## src/rtl/tone_seq_gen.sv

```systemverilog
// Programmable square-wave tone generator: 12 semitones x (OCT_MAX+1) octaves
// with timed playback, stop, glitch-free retrigger and illegal-code flag.
module tone_seq_gen #(
   parameter int unsigned CLK_HZ  = 50_000_000,
   parameter int unsigned OCT_MAX = 6,
   parameter int unsigned DUR_W   = 12,
   parameter int unsigned HP_W    = 20
) (
   input  logic             clk,
   input  logic             rb,
   input  logic             start,
   input  logic             stop,
   input  logic [3:0]       note,
   input  logic [2:0]       octave,
   input  logic [DUR_W-1:0] dur,
   output logic             out,
   output logic             busy,
   output logic             done,
   output logic             err
);

   localparam int unsigned N_NOTES = 12;
   localparam int unsigned MS_CYC  = CLK_HZ / 1000;
   localparam int unsigned TICK_W  = (MS_CYC > 1) ? $clog2(MS_CYC) : 1;
   localparam logic [TICK_W-1:0] TICK_LAST = TICK_W'(MS_CYC - 1);

   typedef logic [N_NOTES-1:0][HP_W-1:0] rom_t;
   typedef enum logic {S_IDLE, S_PLAY} state_t;

   // Equal-tempered ratio of semitone n to A (2^((n-9)/12)).
   function automatic real ratio_of(input int unsigned n);
      case (n)
         0:       ratio_of = 0.5946035575013605;
         1:       ratio_of = 0.6299605249474366;
         2:       ratio_of = 0.6674199270850172;
         3:       ratio_of = 0.7071067811865476;
         4:       ratio_of = 0.7491535384383408;
         5:       ratio_of = 0.7937005259840998;
         6:       ratio_of = 0.8408964152537145;
         7:       ratio_of = 0.8908987181403393;
         8:       ratio_of = 0.9438743126816935;
         9:       ratio_of = 1.0;
         10:      ratio_of = 1.0594630943592953;
         default: ratio_of = 1.1224620483093730;
      endcase
   endfunction

   // Great-octave half-periods in clock cycles, rounded to nearest.
   function automatic rom_t build_rom();
      rom_t rom;
      rom = '0;
      for (int unsigned n = 0; n < N_NOTES; n++) begin
         rom[4'(n)] = HP_W'($rtoi(real'(CLK_HZ) / (220.0 * ratio_of(n)) + 0.5));
      end
      return rom;
   endfunction

   localparam rom_t BASE = build_rom();

   state_t             r_state,    w_state_nxt;
   logic               r_out,      w_out_nxt;
   logic               r_busy,     w_busy_nxt;
   logic               r_done,     w_done_nxt;
   logic               r_err,      w_err_nxt;
   logic [HP_W-1:0]    r_hp_cnt,   w_hp_cnt_nxt;
   logic [HP_W-1:0]    r_hp_cur,   w_hp_cur_nxt;
   logic [HP_W-1:0]    r_hp_pend,  w_hp_pend_nxt;
   logic               r_pend_vld, w_pend_vld_nxt;
   logic [DUR_W-1:0]   r_ms_cnt,   w_ms_cnt_nxt;
   logic [TICK_W-1:0]  r_tick_cnt, w_tick_cnt_nxt;

   logic               w_legal;
   logic [3:0]         w_idx;
   logic [HP_W-1:0]    w_h;
   logic               w_tick;
   logic               w_hp_exp;
   logic               w_timeout;
   logic               w_retrig;
   logic               w_end;

   assign w_legal   = (note <= 4'd11) && (32'(octave) <= OCT_MAX);
   assign w_idx     = (note <= 4'd11) ? note : 4'd0;
   assign w_h       = BASE[w_idx] >> octave;
   assign w_tick    = (r_tick_cnt == TICK_LAST);
   assign w_hp_exp  = (r_hp_cnt == HP_W'(1));
   assign w_timeout = w_tick && (r_ms_cnt == DUR_W'(1));
   // stop beats start; a legal start beats a same-cycle timeout
   assign w_retrig  = start && w_legal && !stop;
   assign w_end     = stop || (w_timeout && !w_retrig);

   always_comb begin
      w_state_nxt    = r_state;
      w_out_nxt      = r_out;
      w_busy_nxt     = r_busy;
      w_done_nxt     = 1'b0;
      w_err_nxt      = 1'b0;
      w_hp_cnt_nxt   = r_hp_cnt;
      w_hp_cur_nxt   = r_hp_cur;
      w_hp_pend_nxt  = r_hp_pend;
      w_pend_vld_nxt = r_pend_vld;
      w_ms_cnt_nxt   = r_ms_cnt;
      w_tick_cnt_nxt = w_tick ? '0 : r_tick_cnt + TICK_W'(1);

      case (r_state)
         S_IDLE: begin
            if (start && !stop) begin
               if (w_legal) begin
                  w_state_nxt    = S_PLAY;
                  w_out_nxt      = 1'b1;
                  w_busy_nxt     = 1'b1;
                  w_hp_cnt_nxt   = w_h;
                  w_hp_cur_nxt   = w_h;
                  w_pend_vld_nxt = 1'b0;
                  w_ms_cnt_nxt   = dur;
                  w_tick_cnt_nxt = '0;
               end else begin
                  w_err_nxt = 1'b1;
               end
            end
         end
         S_PLAY: begin
            // A pending pitch is adopted only at a half-period boundary.
            if (w_hp_exp) begin
               w_out_nxt = ~r_out;
               if (r_pend_vld) begin
                  w_hp_cnt_nxt   = r_hp_pend;
                  w_hp_cur_nxt   = r_hp_pend;
                  w_pend_vld_nxt = 1'b0;
               end else begin
                  w_hp_cnt_nxt = r_hp_cur;
               end
            end else begin
               w_hp_cnt_nxt = r_hp_cnt - HP_W'(1);
            end
            if (w_tick && (r_ms_cnt > DUR_W'(1))) begin
               w_ms_cnt_nxt = r_ms_cnt - DUR_W'(1);
            end
            if (start && !w_legal && !stop) begin
               w_err_nxt = 1'b1;
            end
            if (w_end) begin
               w_state_nxt    = S_IDLE;
               w_out_nxt      = 1'b0;
               w_busy_nxt     = 1'b0;
               w_done_nxt     = 1'b1;
               w_hp_cnt_nxt   = '0;
               w_pend_vld_nxt = 1'b0;
               w_ms_cnt_nxt   = '0;
            end else if (w_retrig) begin
               w_hp_pend_nxt  = w_h;
               w_pend_vld_nxt = 1'b1;
               w_ms_cnt_nxt   = dur;
               w_tick_cnt_nxt = '0;
            end
         end
         default: w_state_nxt = S_IDLE;
      endcase
   end

   always_ff @(posedge clk or negedge rb) begin
      if (!rb) begin
         r_state    <= S_IDLE;
         r_out      <= 1'b0;
         r_busy     <= 1'b0;
         r_done     <= 1'b0;
         r_err      <= 1'b0;
         r_hp_cnt   <= '0;
         r_hp_cur   <= '0;
         r_hp_pend  <= '0;
         r_pend_vld <= 1'b0;
         r_ms_cnt   <= '0;
         r_tick_cnt <= '0;
      end else begin
         r_state    <= w_state_nxt;
         r_out      <= w_out_nxt;
         r_busy     <= w_busy_nxt;
         r_done     <= w_done_nxt;
         r_err      <= w_err_nxt;
         r_hp_cnt   <= w_hp_cnt_nxt;
         r_hp_cur   <= w_hp_cur_nxt;
         r_hp_pend  <= w_hp_pend_nxt;
         r_pend_vld <= w_pend_vld_nxt;
         r_ms_cnt   <= w_ms_cnt_nxt;
         r_tick_cnt <= w_tick_cnt_nxt;
      end
   end

   assign out  = r_out;
   assign busy = r_busy;
   assign done = r_done;
   assign err  = r_err;

endmodule

```

## config.mk

```make
export PLATFORM = sky130hd
export DESIGN_NAME = tone_seq_gen
export DESIGN_NICKNAME = d
export VERILOG_FILES = /design/src/rtl/tone_seq_gen.sv
export SDC_FILE = /design/constraint.sdc
export NUM_CORES = 1
export LEC_CHECK = 0
export ABC_AREA = 1
export BUFFER_PORTS_ARGS = -buffer_cell sky130_fd_sc_hd__buf_2
export CORE_AREA = 2 2 131 133
export DETAILED_ROUTE_END_ITERATION = 8
export DIE_AREA = 0 0 133 135
export MAX_ROUTING_LAYER = met4
export SYNTH_ARGS = -nofsm -noshare
export SYNTH_HDL_FRONTEND = slang
export SYNTH_SLANG_ARGS = --single-unit
```

## constraint.sdc

```tcl
create_clock -name clk -period 2.2 [get_ports clk]
set_clock_uncertainty 0.05 [all_clocks]
set_input_delay 0.11 -clock clk [delete_from_list [all_inputs] [get_ports clk]]
set_output_delay 0.11 -clock clk [all_outputs]
set_load 0.005 [all_outputs]
```

==> flow_metrics.py <==
metrics = {
    "finish": {
        "drive_gt1_share_pct": 10.82,
        "final_area_um2": 7367,
        "finalNetCount": 1047,
        "diodes": 0,
        "area_delta_synth_final_pct": 13.45,
        "final_cell_mix": "nand2_1 (249), nand3_1 (161), nor2_1 (126), dfrtp_1 (93), inv_1 (74)",
        "final_common_cell": "nand2_1",
    },
    "yosys": {
        "syn_area_per_cell_um2": 6.722,
        "yosysUniqueCellTypes": 40,
        "yosys_warnings": 0,
        "synth_seq_area_share_pct": 35.84,
        "ys_ff_latch": 93,
        "synthesis.area_um2": 6494,
        "netlist_instances": 966,
        "synth_nets": 1001,
    },
    "global_route": {
        "grt_max_degree": 36,
        "grt_pass1_vias": 6134,
        "antenna_found_initial": 0,
        "grt_overflow": 0,
        "track_usage_pct": 22.32,
        "grt_pass1_wl_um": 31300,
    },
    "pwr": {
        "pwr-share-comb_pct": 45.3,
        "peakVddDrop_uv": 571.3,
        "p_sw_mw": 3.547,
        "p_int_mw": 4.589,
        "power.density_nw_per_um2": 1104,
        "p_leak_nw": 3.520,
        "power_frac_clock_pct": 19.3,
        "power_frac_seq_pct": 35.4,
        "swShare_pct": 43.60,
    },
    "clock_network": {
        "h-tree-depth": 3,
        "cts.path.max_buffers": 2,
        "numCtsBuffers": 9,
        "cts_tree": "built",
        "clock_latency_ns": 0.35,
        "post_cts_buffers": 0,
        "clock_sinks": 93,
        "clkTransAtPathRegs_ns": 0.07,
        "root_buffer": "clkbuf_16",
    },
    "routing": {
        "drc": 0,
        "post_drt_wl_per_cell_um": 15.08,
        "ant_nets": 0,
        "drt_iter0_drc": 506,
        "vias_per_cell": 5.268,
        "via_count": 6516,
        "dr.pass1.iters": 4,
        "routed_wl_um": 18660,
    },
    "placed_design": {
        "port_buffers": 26,
        "place_congestion": 0.9685,
        "dp_hpwl_um": 14230,
        "placed_area_um2": 7052,
    },
    "timing": {
        "hold_viol": 0,
        "fin_crit_sh_pct": 88.88,
        "finalSetupTns_ns": 0,
        "hold_slack_ns": 0.02117,
        "slew_violations": 0,
        "fin_crit_ns": 1.955,
        "rsz0062_at_grt": "false",
        "worst_slew_pin_slew_ns": 0.5552,
        "maxSlewHeadroom_pct": 62.95,
        "timing.fmax_mhz": 511.4,
        "setup_violations": 0,
    },
    "setup_path": {
        "worstPathMaxFanout": 7,
        "path_class": "reg2reg",
        "crit_required_ns": 2.38,
        "start_kind": "flip-flop",
        "cp-startpoint": "r_tick_cnt[0]$_DFF_PN0_",
        "max_stage_delay_ns": 0.38,
        "cp_slowest_cell": "dfrtp_1",
        "worstPathCellList": "ha_1, nand3_1, nor2_1, nand2_1, inv_1, nand3_1, nand3_1, nor2_1, nor2_1, a21oi_1",
        "endpoint_kind": "flip-flop",
        "r2r-start": "r_tick_cnt[0]$_DFF_PN0_",
        "critPathArrivalTime_ns": 2.13,
    },
    "outcome": {
        "status": "finished clean",
    },
    "floorplanning": {
        "die_x_um": 133,
        "coreArea_um2": 16410,
        "die_area_um2": 17960,
        "rows": 47,
        "pin_count": 27,
        "fp.dieH_um": 135,
        "start_util_pct": 39.58,
    },
    "min_path": {
        "hold_path.class": "in2reg",
        "min_from": "dur[3]",
    },
    "flow_run": {
        "maxCapViolCount": 0,
    },
}
==> power by group through the flow <==
stage          Clock, mW  Combinational (mW)  Sequential (mW)
2_1_floorplan          0                2.62             2.78
3_3_place_gp           0                3.63             2.89
3_5_place_dp           0                3.64             2.90
4_1_cts             1.60                3.66             2.87
5_1_grt             1.67                4.19             2.98
6_report            1.57                3.69             2.88
==> layout make-up <==
class / count / area (µm²)
timing repair buffer: 69 / 485.5
inverter: 83 / 316.6
tap: 220 / 275.3
fill: 1738 / 9040
clock buffer: 11 / 232.7
clock inverter: 5 / 60.06
sequential: 93 / 2327
multi-input combinational: 756 / 3670
==> cell usage after synthesis, drive strengths merged <==
cell type  instances  area share [%]
a21boi             3            0.35
o22a               1            0.13
nand3            165              13
o21ai             59             4.8
o21a               2            0.23
a31oi              9            0.87
nand2            251              15
buf               20             2.0
a211oi             2            0.23
or2                3            0.29
a21oi             46             3.7
clkbuf            14            0.81
xor2               9             1.2
o211ai             3            0.35
o22ai              6            0.58
nand3b             3            0.35
xnor2              3            0.40
inv               79             4.6
nor3              15             1.2
dfrtp             93              36
o31ai              1            0.12
nand4             20             1.9
ha                12             2.3
nor3b              4            0.46
clkinv             4            0.23
mux2i              4            0.62
nor2             135             8.4
==> critical path, delay by kind of cell (launching register included) <==
kind                     cells  cell delay (ns)
AO/OA/AOI/OAI                1             0.08
adder cells (fa/ha/maj)      1             0.20
buffers and inverters        1             0.12
flip-flops                   1             0.38
AND/OR/NAND/NOR              7             1.00
==> final timing paths <==
kind                            slack [ns]                        end  cells after the start
worst min-delay path                  0.02    r_ms_cnt[3]$_DFFE_PN0P_                      5
min in group asynchronous             0.15  r_hp_pend[13]$_DFFE_PN0P_                      2
worst max-delay path                  0.24    r_hp_cnt[8]$_DFFE_PN0P_                     10
max in group asynchronous             1.38   r_hp_pend[0]$_DFFE_PN0P_                      3
worst max register to register        0.24    r_hp_cnt[8]$_DFFE_PN0P_                     10
worst min register to register        0.42    r_tick_cnt[0]$_DFF_PN0_                      1
==> flip-flops by register name, summed over array words and instances, names as in the netlist, 12 cells and up <==
| register | count |
|---|---|
| r_hp_cnt | 20 |
| r_hp_pend | 19 |
| r_hp_cur | 20 |
| r_ms_cnt | 12 |
| r_tick_cnt | 16 |
==> what timing repair did <==
action,CTS,global route
hold endpoints to repair,94,0
hold buffers,2,0
endpoints found under the setup margin,0,2
gates resized for setup,0,2
==> metal layers <==
layer,wire (µm),global-route usage (%),up-vias
met5,0,-,-
met4,322,6.213,0
met3,799,2.890,27
met2,8308,33.82,156
met1,9230,31.46,3023
li1,-,-,3310
==> kinds of logic after synthesis <==
logic type | after synthesis | synth area share (%)
fa+ha+maj | 12 | 2.312
compound gates | 132 | 11.41
mux | 4 | 0.6166
buf+inv | 117 | 7.649
simple gates | 596 | 40.56
xor+xnor | 12 | 1.619
flops | 93 | 35.84
==> through the flow <==
stage | total power [mW] | setup slack [ns] | util, % | cells
6_report | 8.135 | 0.2446 | 44.90 | 1237
5_1_grt | 8.842 | 0.03972 | 44.90 | 1237
3_3_place_gp | 6.518 | 0.1914 | 42.98 | 1219
4_1_cts | 8.135 | 0.2033 | 44.89 | 1237
2_1_floorplan | 5.400 | 0.3140 | - | 966
3_5_place_dp | 6.543 | 0.1256 | 42.98 | 1219
Note: power is estimated with default switching activity, not from simulation.
